### src/rtl/pipe_pkg.sv
// Shared pipeline definitions: stage indices, stage count and the packed
// RV32I control word carried by the control-path register chain.
package pipe_pkg;

    localparam int STG_IF_ID  = 0;
    localparam int STG_ID_EX  = 1;
    localparam int STG_EX_MEM = 2;
    localparam int STG_MEM_WB = 3;

    localparam int NUM_STAGES = 4;

    typedef enum logic [1:0] {
        WB_ALU = 2'd0,
        WB_MEM = 2'd1,
        WB_PC4 = 2'd2,
        WB_IMM = 2'd3
    } wb_sel_e;

    typedef struct packed {
        logic [3:0] alu_op;
        logic [2:0] imm_sel;
        logic       alu_src_imm;
        logic       mem_read;
        logic       mem_write;
        logic       reg_write;
        logic       branch;
        logic       jump;
        wb_sel_e    wb_sel;
    } rv32i_control_word;

endpackage

### src/rtl/pipe_stage_reg.sv
// One pipeline buffer: payload + valid with flush > hold > bubble > advance
// priority and asynchronous active-low reset.
module pipe_stage_reg #(
    parameter int               WIDTH     = 32,
    parameter logic [WIDTH-1:0] RESET_VAL = '0
) (
    input  logic             clk,
    input  logic             reset,
    input  logic             flush,
    input  logic             hold,
    input  logic             bubble,
    input  logic [WIDTH-1:0] prev_data,
    input  logic             prev_valid,
    output logic [WIDTH-1:0] data,
    output logic             valid
);

    logic [WIDTH-1:0] data_d, data_q;
    logic             valid_d, valid_q;

    always_comb begin
        data_d  = data_q;
        valid_d = valid_q;
        if (flush) begin
            data_d  = RESET_VAL;
            valid_d = 1'b0;
        end else if (hold) begin
            data_d  = data_q;
            valid_d = valid_q;
        end else if (bubble) begin
            data_d  = RESET_VAL;
            valid_d = 1'b0;
        end else begin
            data_d  = prev_data;
            valid_d = prev_valid;
        end
    end

    always_ff @(posedge clk or negedge reset) begin
        if (!reset) begin
            data_q  <= RESET_VAL;
            valid_q <= 1'b0;
        end else begin
            data_q  <= data_d;
            valid_q <= valid_d;
        end
    end

    assign data  = data_q;
    assign valid = valid_q;

endmodule

### src/rtl/pipe_reg_chain.sv
// STAGES-deep pipeline register chain with per-stage stall/flush.
// Optional PIPE_REG_CHAIN_STATS_EN adds saturating stall/bubble counters.
//
// Handshake: in is consumed at an edge exactly when in_ready=1; in_ready
// is ~hold[0], so the producer must keep in stable while in_ready=0.
module pipe_reg_chain
    import pipe_pkg::*;
#(
    parameter int               WIDTH     = 32,
    parameter int               STAGES    = NUM_STAGES,
    parameter logic [WIDTH-1:0] RESET_VAL = '0
) (
    input  logic                    clk,
    input  logic                    reset,
    input  logic [WIDTH-1:0]        in,
    input  logic                    in_valid,
    output logic                    in_ready,
    input  logic [STAGES-1:0]       stall,
    input  logic [STAGES-1:0]       flush,
    output logic [STAGES*WIDTH-1:0] data_out,
    output logic [STAGES-1:0]       valid_out
`ifdef PIPE_REG_CHAIN_STATS_EN
    ,
    output logic [31:0]             stall_cycles,
    output logic [31:0]             bubble_count
`endif
);

    logic [STAGES-1:0] hold;
    logic [WIDTH-1:0]  stage_data [STAGES];

    // A stall freezes its own stage and everything upstream of it.
    always_comb begin
        hold = '0;
        hold[STAGES-1] = stall[STAGES-1];
        for (int i = STAGES - 2; i >= 0; i--) begin
            hold[i] = stall[i] | hold[i+1];
        end
    end

    assign in_ready = ~hold[0];

    for (genvar i = 0; i < STAGES; i++) begin : g_stage
        if (i == 0) begin : g_first
            pipe_stage_reg #(.WIDTH(WIDTH), .RESET_VAL(RESET_VAL)) u_stage (
                .clk       (clk),
                .reset     (reset),
                .flush     (flush[0]),
                .hold      (hold[0]),
                .bubble    (1'b0),
                .prev_data (in),
                .prev_valid(in_valid),
                .data      (stage_data[0]),
                .valid     (valid_out[0])
            );
        end else begin : g_rest
            pipe_stage_reg #(.WIDTH(WIDTH), .RESET_VAL(RESET_VAL)) u_stage (
                .clk       (clk),
                .reset     (reset),
                .flush     (flush[i]),
                .hold      (hold[i]),
                .bubble    (hold[i-1] & ~hold[i]),
                .prev_data (stage_data[i-1]),
                .prev_valid(valid_out[i-1]),
                .data      (stage_data[i]),
                .valid     (valid_out[i])
            );
        end
        assign data_out[i*WIDTH +: WIDTH] = stage_data[i];
    end

`ifdef PIPE_REG_CHAIN_STATS_EN
    logic        any_bubble;
    logic [31:0] stall_cycles_d, stall_cycles_q;
    logic [31:0] bubble_count_d, bubble_count_q;

    // A flushed stage is cleared, not bubbled, so it does not count.
    always_comb begin
        any_bubble = 1'b0;
        for (int i = 1; i < STAGES; i++) begin
            if (hold[i-1] && !hold[i] && !flush[i]) begin
                any_bubble = 1'b1;
            end
        end
    end

    always_comb begin
        stall_cycles_d = stall_cycles_q;
        bubble_count_d = bubble_count_q;
        if (hold[0] && (stall_cycles_q != 32'hFFFF_FFFF)) begin
            stall_cycles_d = stall_cycles_q + 32'd1;
        end
        if (any_bubble && (bubble_count_q != 32'hFFFF_FFFF)) begin
            bubble_count_d = bubble_count_q + 32'd1;
        end
    end

    always_ff @(posedge clk or negedge reset) begin
        if (!reset) begin
            stall_cycles_q <= '0;
            bubble_count_q <= '0;
        end else begin
            stall_cycles_q <= stall_cycles_d;
            bubble_count_q <= bubble_count_d;
        end
    end

    assign stall_cycles = stall_cycles_q;
    assign bubble_count = bubble_count_q;
`endif

endmodule

### config.mk
export PLATFORM = sky130hd
export DESIGN_NAME = pipe_reg_chain
export DESIGN_NICKNAME = d
export VERILOG_FILES = /design/src/rtl/pipe_pkg.sv /design/src/rtl/pipe_stage_reg.sv /design/src/rtl/pipe_reg_chain.sv
export SDC_FILE = /design/constraint.sdc
export NUM_CORES = 1
export LEC_CHECK = 0
export CORE_ASPECT_RATIO = 1.25
export CORE_MARGIN = 2
export CORE_UTILIZATION = 33
export DETAILED_ROUTE_END_ITERATION = 16
export PLACE_DENSITY = 0.58
export SLEW_MARGIN = 10
export SYNTH_ARGS = -nofsm -noshare
export SYNTH_HDL_FRONTEND = slang
export SYNTH_SLANG_ARGS = --single-unit
### constraint.sdc
create_clock -name clk -period 2.8 [get_ports clk]
set_clock_uncertainty 0.2 [all_clocks]
set_input_delay 0.28 -clock clk [delete_from_list [all_inputs] [get_ports clk]]
set_output_delay 0.28 -clock clk [all_outputs]
set_load 0.01 [all_outputs]
==> flow_metrics.py <==
metrics = {
    "detailed_routing": {
        "route.vias.total": 4086,
        "first_pass_iters": 5,
        "via_per_inst": 4.84,
        "met2_length_mm": 7.65,
        "routedWlPerCell_um": 18.2,
        "route.antenna.remaining_nets": 0,
        "route.top_layer_used": "met4",
        "remaining_drc_errors": 0,
        "drt_first_iter_violations": 219,
        "met3RoutedLength_um": 862,
        "wirelength_mm": 15.3,
        "met1_length_mm": 6.35,
    },
    "die": {
        "die_height_um": 153,
        "die_area_um2": 18800,
        "core_area_um2": 17400,
        "design.portCount": 176,
        "initial_core_util": 0.335,
        "row_count": 54,
        "die-width_um": 123,
    },
    "critical_path": {
        "cell_breakdown_of_the_critical_path": "clkdlybuf4s50_1, nor4_4, clkdlybuf4s50_1",
        "worst_ep_required_time_ns": 2.32,
        "critical-path-slowest-cell": "sky130_fd_sc_hd__clkdlybuf4s50_1",
        "worst_setup_path_startpoint": "stall[1]",
        "r2r.worst_path.cells": 2,
        "critPathMaxStageDelay_ns": 0.63,
        "startpoint_type": "input pin",
        "timing.reg2reg.setup_slack_ns": 1.55,
        "critical_path.endpoint": "in_ready",
        "critical_path_s_top_delay_family": "buffers and inverters",
        "worst_ep_arrival_time_ns": 1.83,
        "regToRegEndpoint": "g_stage[1].g_rest.u_stage.data[7]",
        "path_buf_inv": 2,
        "crit_top_cell": "sky130_fd_sc_hd__clkdlybuf4s50_1",
        "type_of_element_capturing_the_critical_path": "output pin",
        "timing.rr.start": "g_stage[0].g_first.u_stage.data[7]",
        "criticalPathCategory": "in2out",
        "total_number_of_cells_along_the_worst_setup_path": 3,
        "critical_path_peak_fanout": 3,
    },
    "synthesis": {
        "synthMostInstantiatedCell": "sky130_fd_sc_hd__dfrtp_1",
        "netlist_area_um2": 5840,
        "synth-seq-area-share": 0.565,
        "post-synth-top-area-cell": "sky130_fd_sc_hd__dfrtp_1",
        "yosys_register_bits": 132,
        "synth.lib_cells_used.distinct": 17,
        "synth.area.top_cells": "sky130_fd_sc_hd__dfrtp_1 57%, sky130_fd_sc_hd__mux2i_1 11%, sky130_fd_sc_hd__nand2b_1 11%",
        "async_reset_ff_frac": 1.00,
        "syn-instance-count": 444,
        "most_used_dff_post_synth": "sky130_fd_sc_hd__dfrtp_1",
        "post_synth.cell_area_avg_um2": 13.2,
        "synth_top_area_share": 0.565,
        "synth_commonest_cells": "132 x sky130_fd_sc_hd__dfrtp_1, 99 x sky130_fd_sc_hd__nand2b_1, 66 x sky130_fd_sc_hd__a22o_1, 66 x sky130_fd_sc_hd__mux2i_1, 23 x sky130_fd_sc_hd__or3b_2",
        "ys.warnings.count": 0,
        "synth_nets": 487,
        "number_of_enable_type_register_cells_in_the_synthesized_netlist": 0,
    },
    "power_and_ir_drop": {
        "vdd_ir_drop_max_uv": 393,
        "finalPower_uw": 4470,
        "p_per_area_nw_per_um2": 538,
        "p_leak_uw": 0.00342,
    },
    "place": {
        "place_congestion": 0.764,
        "postPlaceCellArea_um2": 7690,
        "place_ws_ns": 0.415,
        "dpl.cell_count": 812,
        "place_hpwl_mm": 10.3,
        "numPortBuffers": 175,
    },
    "cells_and_area": {
        "post_layout_nonfiller_instances": 845,
        "share_of_post_route_cells_with_drive_strength_above_1": 0.119,
        "layout-area-overhead-vs-synth_pct": 42.1,
        "postLayoutCellArea_um2": 8300,
        "num-nets-final": 651,
        "antenna_cells_inserted": 0,
    },
    "timing": {
        "finalSetupViolCount": 0,
        "final_period_minus_worst_setup_slack_ns": 2.31,
        "rsz_0062_raised_after_global_routing": "no",
        "fin_crit_sh": 0.827,
        "max_slew_margin": 0.428,
        "fmax_ghz": 0.432,
        "postLayoutSetupSlackWorst_ns": 0.485,
        "final_tns_setup_ns": 0,
        "slew_violations": 0,
        "tightestPinTransition_ns": 0.859,
        "timing.final.hold_violations": 0,
    },
    "clock_tree": {
        "cts_max_level": 4,
        "clk_latency_ns": 0.42,
        "clock_slew_at_the_register_clock_pins_of_the_worst_setup_and_hold_paths_ns": 0.06,
        "ctsRootBufferMaster": "sky130_fd_sc_hd__clkbuf_16",
        "cts-root-to-sink-buffers": 2,
        "cts_resized": 0,
        "cts_tree": "done",
        "cts_num_sinks": 132,
        "cts_buffers": 17,
        "cts_hold_buffers": 1,
        "cts.repair_timing.setup_buffer_count": 0,
    },
    "grt": {
        "wire_length_of_the_first_global_routing_pass_mm": 24.2,
        "first_global_vias": 4246,
        "grt_usage": 0.170,
        "grt-ovfl-total": 0,
        "grt_start_max_net_pins": 78,
        "number_of_antenna_violations_at_the_first_check_in_global_routing": 1,
    },
    "min_path": {
        "worstHoldPathType": "in2reg",
    },
    "outcome": {
        "status": "finished, final reports clean",
    },
    "run": {
        "max_cap_viols": 0,
    },
}
[registers in the layout (all words and copies together), names as in the netlist]
name and cells:
g_stage.g_first.u_stage.valid 1, g_stage.g_rest.u_stage.data 96, g_stage.g_rest.u_stage.valid 3, g_stage.g_first.u_stage.data 32
[cell families after synthesis]
| group | count (synthesis) | share of synthesized area |
|---|---|---|
| buffers and inverters | 42 | 0.0540 |
| DFF | 132 | 0.565 |
| AOI/OAI and AO/OA | 67 | 0.101 |
| and+or+nand+nor | 137 | 0.167 |
| muxes | 66 | 0.113 |
[layer usage]
| metal | up-vias | track usage |
|---|---|---|
| li1 | 1901 | - |
| met1 | 2024 | 0.202 |
| met2 | 129 | 0.279 |
| met3 | 32 | 0.0516 |
| met4 | 0 | 0.0774 |
| met5 | - | 0 |
[area by class of cell]
cell class                      instances  area, um^2
Fill cell                            1592        9130
Clock inverter                         13         159
Tap cell                              224         280
Multi-Input combinational cell        270        2240
Timing Repair Buffer                  187        1870
Clock buffer                           19         443
Sequential cell                       132        3300
[power breakdown]
group	internal (uW)	switching [uW]
Clock	1420	829
Sequential	1920	9.52
Combinational	135	154
[metrics by stage]
| stage | util | hold slack [ns] |
|---|---|---|
| 2_1_floorplan | - | -0.216 |
| 3_3_place_gp | 0.441 | 0.170 |
| 3_5_place_dp | 0.441 | 0.176 |
| 4_1_cts | 0.476 | 0.194 |
| 5_1_grt | 0.476 | 0.222 |
| 6_report | 0.476 | 0.217 |
[cells in the final DEF (no fill, tap or decap)]
cell,Yosys,layout
sky130_fd_sc_hd__clkdlybuf4s50_1,0,172
sky130_fd_sc_hd__dfrtp_1,132,132
sky130_fd_sc_hd__nand2b_1,99,99
sky130_fd_sc_hd__mux2i_1,66,66
sky130_fd_sc_hd__a22o_1,66,66
sky130_fd_sc_hd__or3b_2,23,23
sky130_fd_sc_hd__clkbuf_16,0,17
sky130_fd_sc_hd__or3b_1,10,10
sky130_fd_sc_hd__buf_4,7,8
sky130_fd_sc_hd__clkinv_2,0,4
sky130_fd_sc_hd__bufinv_16,0,3
sky130_fd_sc_hd__clkinv_4,0,3
sky130_fd_sc_hd__clkinvlp_4,0,3
sky130_fd_sc_hd__buf_12,3,3
sky130_fd_sc_hd__nor4_4,1,2
sky130_fd_sc_hd__nor3_4,1,2
sky130_fd_sc_hd__buf_2,6,2
sky130_fd_sc_hd__nor2b_2,0,1
sky130_fd_sc_hd__o21ba_2,1,1
sky130_fd_sc_hd__clkbuf_1,16,1
sky130_fd_sc_hd__clkbuf_8,0,1
sky130_fd_sc_hd__dlygate4sd3_1,0,1
sky130_fd_sc_hd__buf_6,10,1
[worst min path at each step]
stage,depth (start not counted),slack [ns],endpoint,from
final,3,0.22,g_stage[0].g_first.u_stage.data[18],in[18]
after global routing,3,0.22,g_stage[0].g_first.u_stage.data[19],in[19]
after CTS,3,0.19,g_stage[0].g_first.u_stage.data[18],in[18]
after detailed placement,1,0.18,g_stage[3].g_rest.u_stage.data[2],reset
after global placement,1,0.17,g_stage[3].g_rest.u_stage.valid,reset
after floorplan,0,-0.22,g_stage[0].g_first.u_stage.data[0],reset
[worst register-to-register path, stage by stage, from the launching register on]
cell	delay (ns)
sky130_fd_sc_hd__dfrtp_1	0.37
sky130_fd_sc_hd__or3b_2	0.45
sky130_fd_sc_hd__mux2i_1	0.15
No activity file was read; power rests on OpenSTA's default activity.
